--- src/rtl/spi_read_spoofer_if.sv ---
// spi_read_spoofer_if: command/data bundle between the SPI bus control block and the read spoofer
// Ports (signals):
//   comm_active      bus control -> spoofer : SS-framed transaction in progress
//   bus_ready        bus control -> spoofer : idle / chunk complete, captured data valid
//   real_miso_data   bus control -> spoofer : captured MISO chunk
//   real_mosi_data   bus control -> spoofer : captured MOSI chunk
//   cmd_next_chunk   spoofer -> bus control : one-cycle pulse, run next chunk
//   cmd_finish       spoofer -> bus control : one-cycle pulse, end transaction
//   next_chunk_size  spoofer -> bus control : bits in the next chunk
//   fake_miso_select spoofer -> bus control : drive MISO from fake_miso_data
//   fake_mosi_select spoofer -> bus control : drive MOSI from fake_mosi_data
//   fake_miso_data   spoofer -> bus control : injected MISO chunk
//   fake_mosi_data   spoofer -> bus control : injected MOSI chunk
//   match_count      spoofer -> observer    : saturating count of target-opcode hits
interface spi_read_spoofer_if #(
    parameter int BUF_SIZE         = 9,
    parameter int CHUNK_SIZE_WIDTH = $clog2(BUF_SIZE + 1)
);
    logic                        comm_active;
    logic                        bus_ready;
    logic [BUF_SIZE-1:0]         real_miso_data;
    logic [BUF_SIZE-1:0]         real_mosi_data;
    logic                        cmd_next_chunk;
    logic                        cmd_finish;
    logic [CHUNK_SIZE_WIDTH-1:0] next_chunk_size;
    logic                        fake_miso_select;
    logic                        fake_mosi_select;
    logic [BUF_SIZE-1:0]         fake_miso_data;
    logic [BUF_SIZE-1:0]         fake_mosi_data;
    logic [7:0]                  match_count;

    modport master (
        input  comm_active, bus_ready, real_miso_data, real_mosi_data,
        output cmd_next_chunk, cmd_finish, next_chunk_size, fake_miso_select,
               fake_mosi_select, fake_miso_data, fake_mosi_data, match_count
    );

    modport slave (
        output comm_active, bus_ready, real_miso_data, real_mosi_data,
        input  cmd_next_chunk, cmd_finish, next_chunk_size, fake_miso_select,
               fake_mosi_select, fake_miso_data, fake_mosi_data, match_count
    );
endinterface

--- src/rtl/spi_read_spoofer.sv ---
// spi_read_spoofer: transaction-level MITM that fakes MISO data bytes of flash READ commands
// Ports:
//   sys_clk  in  system clock, all logic on posedge
//   rst      in  asynchronous active-low reset
//   b        master modport of spi_read_spoofer_if: status/captured data in,
//            chunk commands, fake buffers, selects and match_count out
module spi_read_spoofer #(
    parameter int                  BUF_SIZE         = 9,
    parameter int                  CHUNK_SIZE_WIDTH = $clog2(BUF_SIZE + 1),
    parameter int                  CMD_BITS         = 8,
    parameter logic [CMD_BITS-1:0] TARGET_CMD       = 8'h03,
    parameter int                  ADDR_CHUNKS      = 3,
    parameter int                  MAX_DATA_CHUNKS  = 4,
    parameter logic [CMD_BITS-1:0] FAKE_BYTE        = 8'hA5
) (
    input logic                   sys_clk,
    input logic                   rst,
    spi_read_spoofer_if.master    b
);
    localparam int AW = ADDR_CHUNKS > 0 ? $clog2(ADDR_CHUNKS + 1) : 1;
    localparam int DW = $clog2(MAX_DATA_CHUNKS + 1);
    localparam logic [AW-1:0] ALAST = AW'(ADDR_CHUNKS > 0 ? ADDR_CHUNKS - 1 : 0);
    localparam logic [DW-1:0] DLAST = DW'(MAX_DATA_CHUNKS - 1);

    typedef enum logic [2:0] {IDLE, ISSUE, ARM, WAIT, EVAL, FINISH, DRAIN} state_t;
    typedef enum logic [1:0] {CMD, ADDR, DATA} phase_t;

    state_t          state, state_nxt;
    phase_t          phase;
    logic [AW-1:0]   addr_cnt;
    logic [DW-1:0]   data_cnt;
    logic [7:0]      match_count;
    logic            sel;
    logic            start, abort, hit;

    assign start = state == IDLE && b.comm_active && b.bus_ready;
    // SS dropping mid-transaction wins over every other transition
    assign abort = !b.comm_active && (state inside {ISSUE, ARM, WAIT, EVAL});
    assign hit   = b.real_mosi_data[CMD_BITS-1:0] == TARGET_CMD;

    always_ff @(posedge sys_clk or negedge rst) begin
        if (!rst)
            state <= IDLE;
        else
            state <= state_nxt;
    end

    always_comb begin
        state_nxt = state;
        if (abort)
            state_nxt = IDLE;
        else
            case (state)
                IDLE:    state_nxt = start ? ISSUE : IDLE;
                ISSUE:   state_nxt = ARM;
                // bus_ready only falls one cycle after the command, so skip it here
                ARM:     state_nxt = WAIT;
                WAIT:    state_nxt = b.bus_ready ? EVAL : WAIT;
                EVAL:    state_nxt = (phase == CMD && !hit) || (phase == DATA && data_cnt == DLAST)
                                     ? FINISH : ISSUE;
                FINISH:  state_nxt = DRAIN;
                DRAIN:   state_nxt = b.comm_active ? DRAIN : IDLE;
                default: state_nxt = IDLE;
            endcase
    end

    always_ff @(posedge sys_clk or negedge rst) begin
        if (!rst) begin
            phase       <= CMD;
            addr_cnt    <= '0;
            data_cnt    <= '0;
            match_count <= '0;
            sel         <= 1'b0;
        end else begin
            if (start) begin
                phase    <= CMD;
                addr_cnt <= '0;
                data_cnt <= '0;
            end
            // select settles while the command is issued, ahead of the first SCLK fall
            if (abort || state == FINISH)
                sel <= 1'b0;
            else if (state == ISSUE)
                sel <= phase == DATA;
            if (state == EVAL && !abort)
                case (phase)
                    CMD: if (hit) begin
                        phase <= ADDR_CHUNKS == 0 ? DATA : ADDR;
                        if (match_count != 8'hFF)
                            match_count <= match_count + 8'd1;
                    end
                    ADDR: begin
                        addr_cnt <= addr_cnt + 1'b1;
                        if (addr_cnt == ALAST)
                            phase <= DATA;
                    end
                    default: data_cnt <= data_cnt + 1'b1;
                endcase
        end
    end

    always_comb begin
        b.cmd_next_chunk = state == ISSUE;
        b.cmd_finish     = state == FINISH;
    end

    assign b.next_chunk_size  = rst ? CHUNK_SIZE_WIDTH'(CMD_BITS) : '0;
    assign b.fake_miso_data   = rst ? BUF_SIZE'(FAKE_BYTE) : '0;
    assign b.fake_mosi_data   = '0;
    assign b.fake_mosi_select = 1'b0;
    assign b.fake_miso_select = sel;
    assign b.match_count      = match_count;
endmodule

--- src/flat_wrapper.sv ---
// flat-port wrapper written by rule: the top's interface ports become plain ports
module spi_read_spoofer_flat 
#(
    parameter int                  BUF_SIZE         = 9,
    parameter int                  CHUNK_SIZE_WIDTH = $clog2(BUF_SIZE + 1),
    parameter int                  CMD_BITS         = 8,
    parameter logic [CMD_BITS-1:0] TARGET_CMD       = 8'h03,
    parameter int                  ADDR_CHUNKS      = 3,
    parameter int                  MAX_DATA_CHUNKS  = 4,
    parameter logic [CMD_BITS-1:0] FAKE_BYTE        = 8'hA5
)
  (sys_clk, rst, b_comm_active, b_bus_ready, b_real_miso_data, b_real_mosi_data, b_cmd_next_chunk, b_cmd_finish, b_next_chunk_size, b_fake_miso_select, b_fake_mosi_select, b_fake_miso_data, b_fake_mosi_data, b_match_count);
  spi_read_spoofer_if #(.BUF_SIZE(BUF_SIZE), .CHUNK_SIZE_WIDTH(CHUNK_SIZE_WIDTH)) b_i ();
  input logic sys_clk;
  input logic rst;
  input wire logic [$bits(b_i.comm_active)-1:0] b_comm_active;
  input wire logic [$bits(b_i.bus_ready)-1:0] b_bus_ready;
  input wire logic [$bits(b_i.real_miso_data)-1:0] b_real_miso_data;
  input wire logic [$bits(b_i.real_mosi_data)-1:0] b_real_mosi_data;
  output wire logic [$bits(b_i.cmd_next_chunk)-1:0] b_cmd_next_chunk;
  output wire logic [$bits(b_i.cmd_finish)-1:0] b_cmd_finish;
  output wire logic [$bits(b_i.next_chunk_size)-1:0] b_next_chunk_size;
  output wire logic [$bits(b_i.fake_miso_select)-1:0] b_fake_miso_select;
  output wire logic [$bits(b_i.fake_mosi_select)-1:0] b_fake_mosi_select;
  output wire logic [$bits(b_i.fake_miso_data)-1:0] b_fake_miso_data;
  output wire logic [$bits(b_i.fake_mosi_data)-1:0] b_fake_mosi_data;
  output wire logic [$bits(b_i.match_count)-1:0] b_match_count;
  assign b_i.comm_active = b_comm_active;
  assign b_i.bus_ready = b_bus_ready;
  assign b_i.real_miso_data = b_real_miso_data;
  assign b_i.real_mosi_data = b_real_mosi_data;
  assign b_cmd_next_chunk = b_i.cmd_next_chunk;
  assign b_cmd_finish = b_i.cmd_finish;
  assign b_next_chunk_size = b_i.next_chunk_size;
  assign b_fake_miso_select = b_i.fake_miso_select;
  assign b_fake_mosi_select = b_i.fake_mosi_select;
  assign b_fake_miso_data = b_i.fake_miso_data;
  assign b_fake_mosi_data = b_i.fake_mosi_data;
  assign b_match_count = b_i.match_count;
  spi_read_spoofer #(.BUF_SIZE(BUF_SIZE), .CHUNK_SIZE_WIDTH(CHUNK_SIZE_WIDTH), .CMD_BITS(CMD_BITS), .TARGET_CMD(TARGET_CMD), .ADDR_CHUNKS(ADDR_CHUNKS), .MAX_DATA_CHUNKS(MAX_DATA_CHUNKS), .FAKE_BYTE(FAKE_BYTE)) u_core (.sys_clk(sys_clk), .rst(rst), .b(b_i));
endmodule
--- config.mk ---
export PLATFORM = sky130hd
export DESIGN_NAME = spi_read_spoofer_flat
export DESIGN_NICKNAME = d
export VERILOG_FILES = /design/src/rtl/spi_read_spoofer_if.sv /design/src/rtl/spi_read_spoofer.sv /design/src/flat_wrapper.sv
export SDC_FILE = /design/constraint.sdc
export NUM_CORES = 1
export LEC_CHECK = 0
export ABC_CLOCK_PERIOD_IN_PS = 4100
export BUFFER_PORTS_ARGS = -buffer_cell sky130_fd_sc_hd__buf_2
export CAP_MARGIN = 20
export CORE_ASPECT_RATIO = 1.25
export CORE_UTILIZATION = 49
export DETAILED_ROUTE_END_ITERATION = 8
export PLACE_DENSITY = 0.94
export REMOVE_ABC_BUFFERS = 1
export SYNTH_ARGS = -nofsm -noshare
export SYNTH_HDL_FRONTEND = slang
export SYNTH_SLANG_ARGS = --single-unit
--- constraint.sdc ---
create_clock -name sys_clk -period 4.1 [get_ports sys_clk]
set_input_delay 0.41 -clock sys_clk [delete_from_list [all_inputs] [get_ports sys_clk]]
set_output_delay 0.41 -clock sys_clk [all_outputs]
set_load 0.02 [all_outputs]
Yosys cells after proc, flatten, opt, wreduce, memory -nomap -nowiden
Index checks and enable logic that the tools add are counted.
W data, S select, Z words.
{"block": "word_totals", "reg_bits": 19, "in_bits": 22, "out_inout_bits": 34, "elab_cells": 59}
{"block": "op_classes", "n_addsub": 3, "eq_ne": 12, "muxes": 21, "n_reduce_logical": 17}
{"cell": "$mux W3", "count": 7}
{"cell": "$pmux W3 S7", "count": 1}
{"cell": "$mux W2", "count": 7}
{"cell": "$eq A3 B2 Y1 const B", "count": 3}
{"cell": "$eq A3 B3 Y1 const B", "count": 3}
{"cell": "$add A8 B1 Y8 const B", "count": 1}
{"cell": "$eq A8 B2 Y1 const B", "count": 1}
{"cell": "$mux W8", "count": 1}
{"cell": "$ne A8 B8 Y1 const B", "count": 1}
{"cell": "$logic_and A1 B1 Y1", "count": 6}
{"cell": "$eq A2 B2 Y1 const B", "count": 2}
{"cell": "$mux W4", "count": 1}
{"cell": "$pmux W2 S2", "count": 1}
{"cell": "$reduce_and A4 Y1", "count": 1}
{"cell": "$reduce_bool A4 Y1", "count": 1}
{"cell": "$add A3 B1 Y3 const B", "count": 1}
{"cell": "$eq A3 B1 Y1 const B", "count": 1}
{"cell": "$logic_not A1 Y1", "count": 3}
{"cell": "$logic_not A3 Y1", "count": 1}
{"cell": "$mux W1", "count": 3}
{"cell": "$add A2 B1 Y2 const B", "count": 1}
{"cell": "$eq A2 B1 Y1 const B", "count": 1}
{"cell": "$logic_not A2 Y1", "count": 1}
{"cell": "$logic_or A1 B1 Y1", "count": 2}
{"cell": "other kinds (2)", "count": 2}

Depth between registers and ports, before layout
{"block": "depth", "word_depth": 7, "depth_mapped": 6, "ltp_nobuf": 5}

Worst setup path before layout
Ideal clock, no wire load.
{"block": "synth_path", "path_kind": "register to register", "start": "register u_core.state[1]", "end": "register u_core.match_count[1] (netlist: u_core.b.match_count[1])", "setup_ps": 127, "t_arrival_ps": 1551, "t_required_ps": 3973, "setup_slack_ps": 2422, "path_stages_with_launch": 7, "path_buffers": 2, "synth_period_minus_slack_ps": 1678, "path_cell_list": "dfrtp_1 buf_6 and4bb_4 and4_1 buf_4 o21a_4 mux2_1"}
{"block": "synth_between", "elab_chain_cells": 6, "elab_cells_between_ends": 9, "cone_classes": "4 x eq/ne; 5 x reduce/logical"}
{"element": "start: declaration", "line": "spi_read_spoofer.sv:28", "text": "state_t state, state_nxt;"}
{"element": "start signal: assignment", "line": "spi_read_spoofer.sv:45", "text": "state <= state_nxt;"}
{"element": "$eq A3 B1 Y1, or another cell as far along", "line": "spi_read_spoofer.sv:38", "text": "assign abort = !b.comm_active && (state inside {ISSUE, ARM, WAIT, EVAL});"}
{"element": "$reduce_bool A4 Y1", "line": "spi_read_spoofer.sv:38"}
{"element": "$logic_and A1 B1 Y1", "line": "spi_read_spoofer.sv:38"}
{"element": "$logic_not A1 Y1", "line": "spi_read_spoofer.sv:85", "text": "if (state == EVAL && !abort)"}
{"element": "$logic_and A1 B1 Y1 *", "line": "spi_read_spoofer.sv:85"}
{"element": "$reduce_and A4 Y1 (no source line) *"}
{"element": "end signal: assignment", "line": "spi_read_spoofer.sv:90", "text": "match_count <= match_count + 8'd1;"}
{"element": "end: declaration", "line": "spi_read_spoofer.sv:32", "text": "logic [7:0] match_count;"}
Mark *: on every way between the ends. The rest lies on a longest branch, timed or not.
A chain may end at the register's enable or synchronous reset.

Worst setup path in the final report
{"block": "layout_path", "start": "register u_core.state[0]", "end": "register u_core.match_count[1] (netlist: u_core.b.match_count[1])"}
Same word-level chain as after synthesis.

==> impl_metrics.csv <==
group,metric,value,unit
outcome,status,"finished, final reports clean",
drt,ant_nets,0,
floorplan,fp.coreArea,2230,sq um
min_path,min_path_type,"input port to asynchronous set/reset pin",
pwr,power.share.switching,30.3,%
global_route,grt_max_degree,25,
logic_synthesis,ys_seq_area_share,40.1,%
pwr,pwr-share-clk,27.3,%
layout,antennaDiodeCount,0,
pwr,p_comb_share,16.4,%
clock_tree,root_buffer,"clkbuf_4",
critical_path,required,4.30,ns
logic_synthesis,ys_warn_count,0,
drt,vias,916,
logic_synthesis,yosysUniqueCellTypes,33,
sta,clock_skew,0.00138,ns
global_route,gr-total-overflow,0,
clock_tree,clk-insertion-delay-late,0.30,ns
layout,final_area,1250,sq um
sta,maxSlewViolCount,0,
layout,fin_nets,174,
critical_path,crit_type,"register to register",
sta,rsz0062_at_grt,"no",
pwr,power.density,282,nW/um^2
sta,finalSetupViolCount,0,
critical_path,startpoint_type,"register",
clock_tree,postCtsSetupRepairBufs,0,
sta,final_hold_viol_count,0,
sta,min_period,1.93,ns
floorplan,die_x,46.0,um
floorplan,die_area,2620,sq um
floorplan,rows,19,
critical_path,worstPathMaxFanout,8,
layout,nFillCells,202,
pwr,seq_power_share,56.2,%
critical_path,ff2ff_setup_slack,2.17,ns
logic_synthesis,synth-main-ff-cell,"dfrtp_1",
drt,vias_per_cell,5.15,
drt,detail_route.iter0.violations,22,
logic_synthesis,synth-edff-count,0,
clock_tree,path_clk_slew,0.11,ns
floorplan,start_util,53.0,%
pwr,p_leak,0.656,nW
logic_synthesis,async_reset_ff_share,100,%
clock_tree,numCtsBuffers,3,
floorplan,die_height,57.0,um
clock_tree,clk_path_buf_depth,2,
pwr,total_power,352,uW
clock_tree,htreeDepth,1,
layout,area_growth,5.39,%
place,hpwl,1730,um
global_route,grt.total_usage,18.6,%
place,gp_congestion,0.776,
clock_tree,ctsResizeCount,0,
pwr,switching_power,107,uW
logic_synthesis,synthesis.area,1180,sq um
drt,avgRoutedWirePerCell,12.6,um
sta,setup_tns,0,ns
place,port_buffers,27,
floorplan,boundaryPins,56,
sta,fmax,518,MHz
sta,min_period_over_period,47.1,%
clock_tree,holdBufCountCts,0,
critical_path,end_kind,"register",
global_route,grt_pass1_vias,806,
global_route,antenna_found_initial,0,
global_route,grt_pass1_wl,3540,um
drt,wirelength,2250,um
place,dpl-instance-area,1220,sq um
pwr,intPower,245,uW
logic_synthesis,synthCells,126,
job,maxCapViolations,0,
drt,drc,0,
layout,drive_above_1_share,24.5,%
drt,dr.pass1.iters,4,
logic_synthesis,avgSynthCellArea,9.40,sq um
logic_synthesis,ys_ff_latch,19,
clock_tree,cts_tree,"built",
clock_tree,clock_sinks,19,
pwr,vdd_drop_max,0.183,mV
critical_path,worstPathArrival,2.13,ns
[worst paths after layout]
kind,startpoint,end,cells after the start
worst max-delay path,u_core.state[0],u_core.b.match_count[1],4
worst min-delay path,rst,u_core.b.match_count[7],1
worst max register to register,u_core.state[0],u_core.b.match_count[1],4
worst min register to register,u_core.b.fake_miso_select,u_core.b.fake_miso_select,2
max in group asynchronous,rst,u_core.b.match_count[0],1
min in group sys_clk,b_comm_active,u_core.state[0],3
[per-stage QoR]
step                hold WS [ns]  setup slack (ns)  instances  utilization [%]
CTS                       0.0643              2.17        178             55.9
global placement           0.381              2.14        174             54.6
floorplan                  0.114              2.38        116                -
global route              0.0737              2.09        178             55.9
detailed placement         0.399              2.08        174             54.6
finish                    0.0486              2.17        178             55.9
[cell usage after synthesis, types with 2 or more instances]
library cell	count	area, sq um
a21oi_1	7	35.0
a31oi_1	5	31.3
and3_1	3	18.8
buf_2	2	10.0
buf_4	24	180
dfrtp_1	19	475
ha_1	4	50.1
inv_1	5	18.8
mux2_1	3	33.8
nand2_1	9	33.8
nand2b_1	4	25.0
nand3_1	7	35.0
nand4_1	2	12.5
nor2_1	6	22.5
o21ai_0	8	40.0
[worst max-delay path, stage by stage (launching register included)]
cell	delay [ns]
dfrtp_1	0.47
and4bb_4	0.41
and4_1	0.38
o21a_4	0.23
mux2_1	0.33
[power by group through the flow]
stage / registers, mW / logic, mW / clock network, mW
5_1_grt: 0.199 / 0.0636 / 0.106
6_report: 0.198 / 0.0578 / 0.0963
4_1_cts: 0.198 / 0.0579 / 0.0986
3_5_place_dp: 0.202 / 0.0578 / 0
3_3_place_gp: 0.201 / 0.0557 / 0
2_1_floorplan: 0.200 / 0.0367 / 0
[cells by family (layout without fill, tap and decap cells)]
kind of cell / after synthesis / after routing / synth area share [%]
compound gates: 27 / 27 / 14.8
xor+xnor: 1 / 1 / 0.739
fa+ha+maj: 4 / 4 / 4.22
buf+inv: 32 / 36 / 18.6
flops: 19 / 19 / 40.1
mux: 4 / 4 / 3.80
other cells: 1 / 18 / 0.316
simple gates: 38 / 38 / 17.4
[cells in the final DEF (no fill, tap or decap), types with 5 or more instances in the layout]
cell,instances
a21oi_1,7
dfrtp_1,19
buf_2,27
conb_1,18
nand2_1,9
inv_1,5
nor2_1,6
o21ai_0,8
a31oi_1,5
nand3_1,7
[cell type report]
class                           instances  area [sq um]  area share (%)
Multi-Input combinational cell         92           553            44.3
Sequential cell                        19           475            38.1
Timing Repair Buffer                   27           135            10.8
Tap cell                               31          38.8            3.11
Clock buffer                            3          22.5            1.80
Inverter                                5          18.8            1.50
Clock inverter                          1          5.00           0.401
[state kept, by name, summed over array words and instances, names as in the netlist]
name	count
u_core.addr_cnt	2
u_core.b.fake_miso_select	1
u_core.state	3
u_core.data_cnt	3
u_core.b.match_count	8
u_core.phase	2
[per-layer routing]
metal,up-vias,wire length (um),GRT usage (%)
li1,444,-,-
met1,431,845,20.8
met2,32,1260,32.8
met3,9,89,2.85
met4,0,51,8.82
met5,-,0,0
Power figures use the tool's default switching activity.
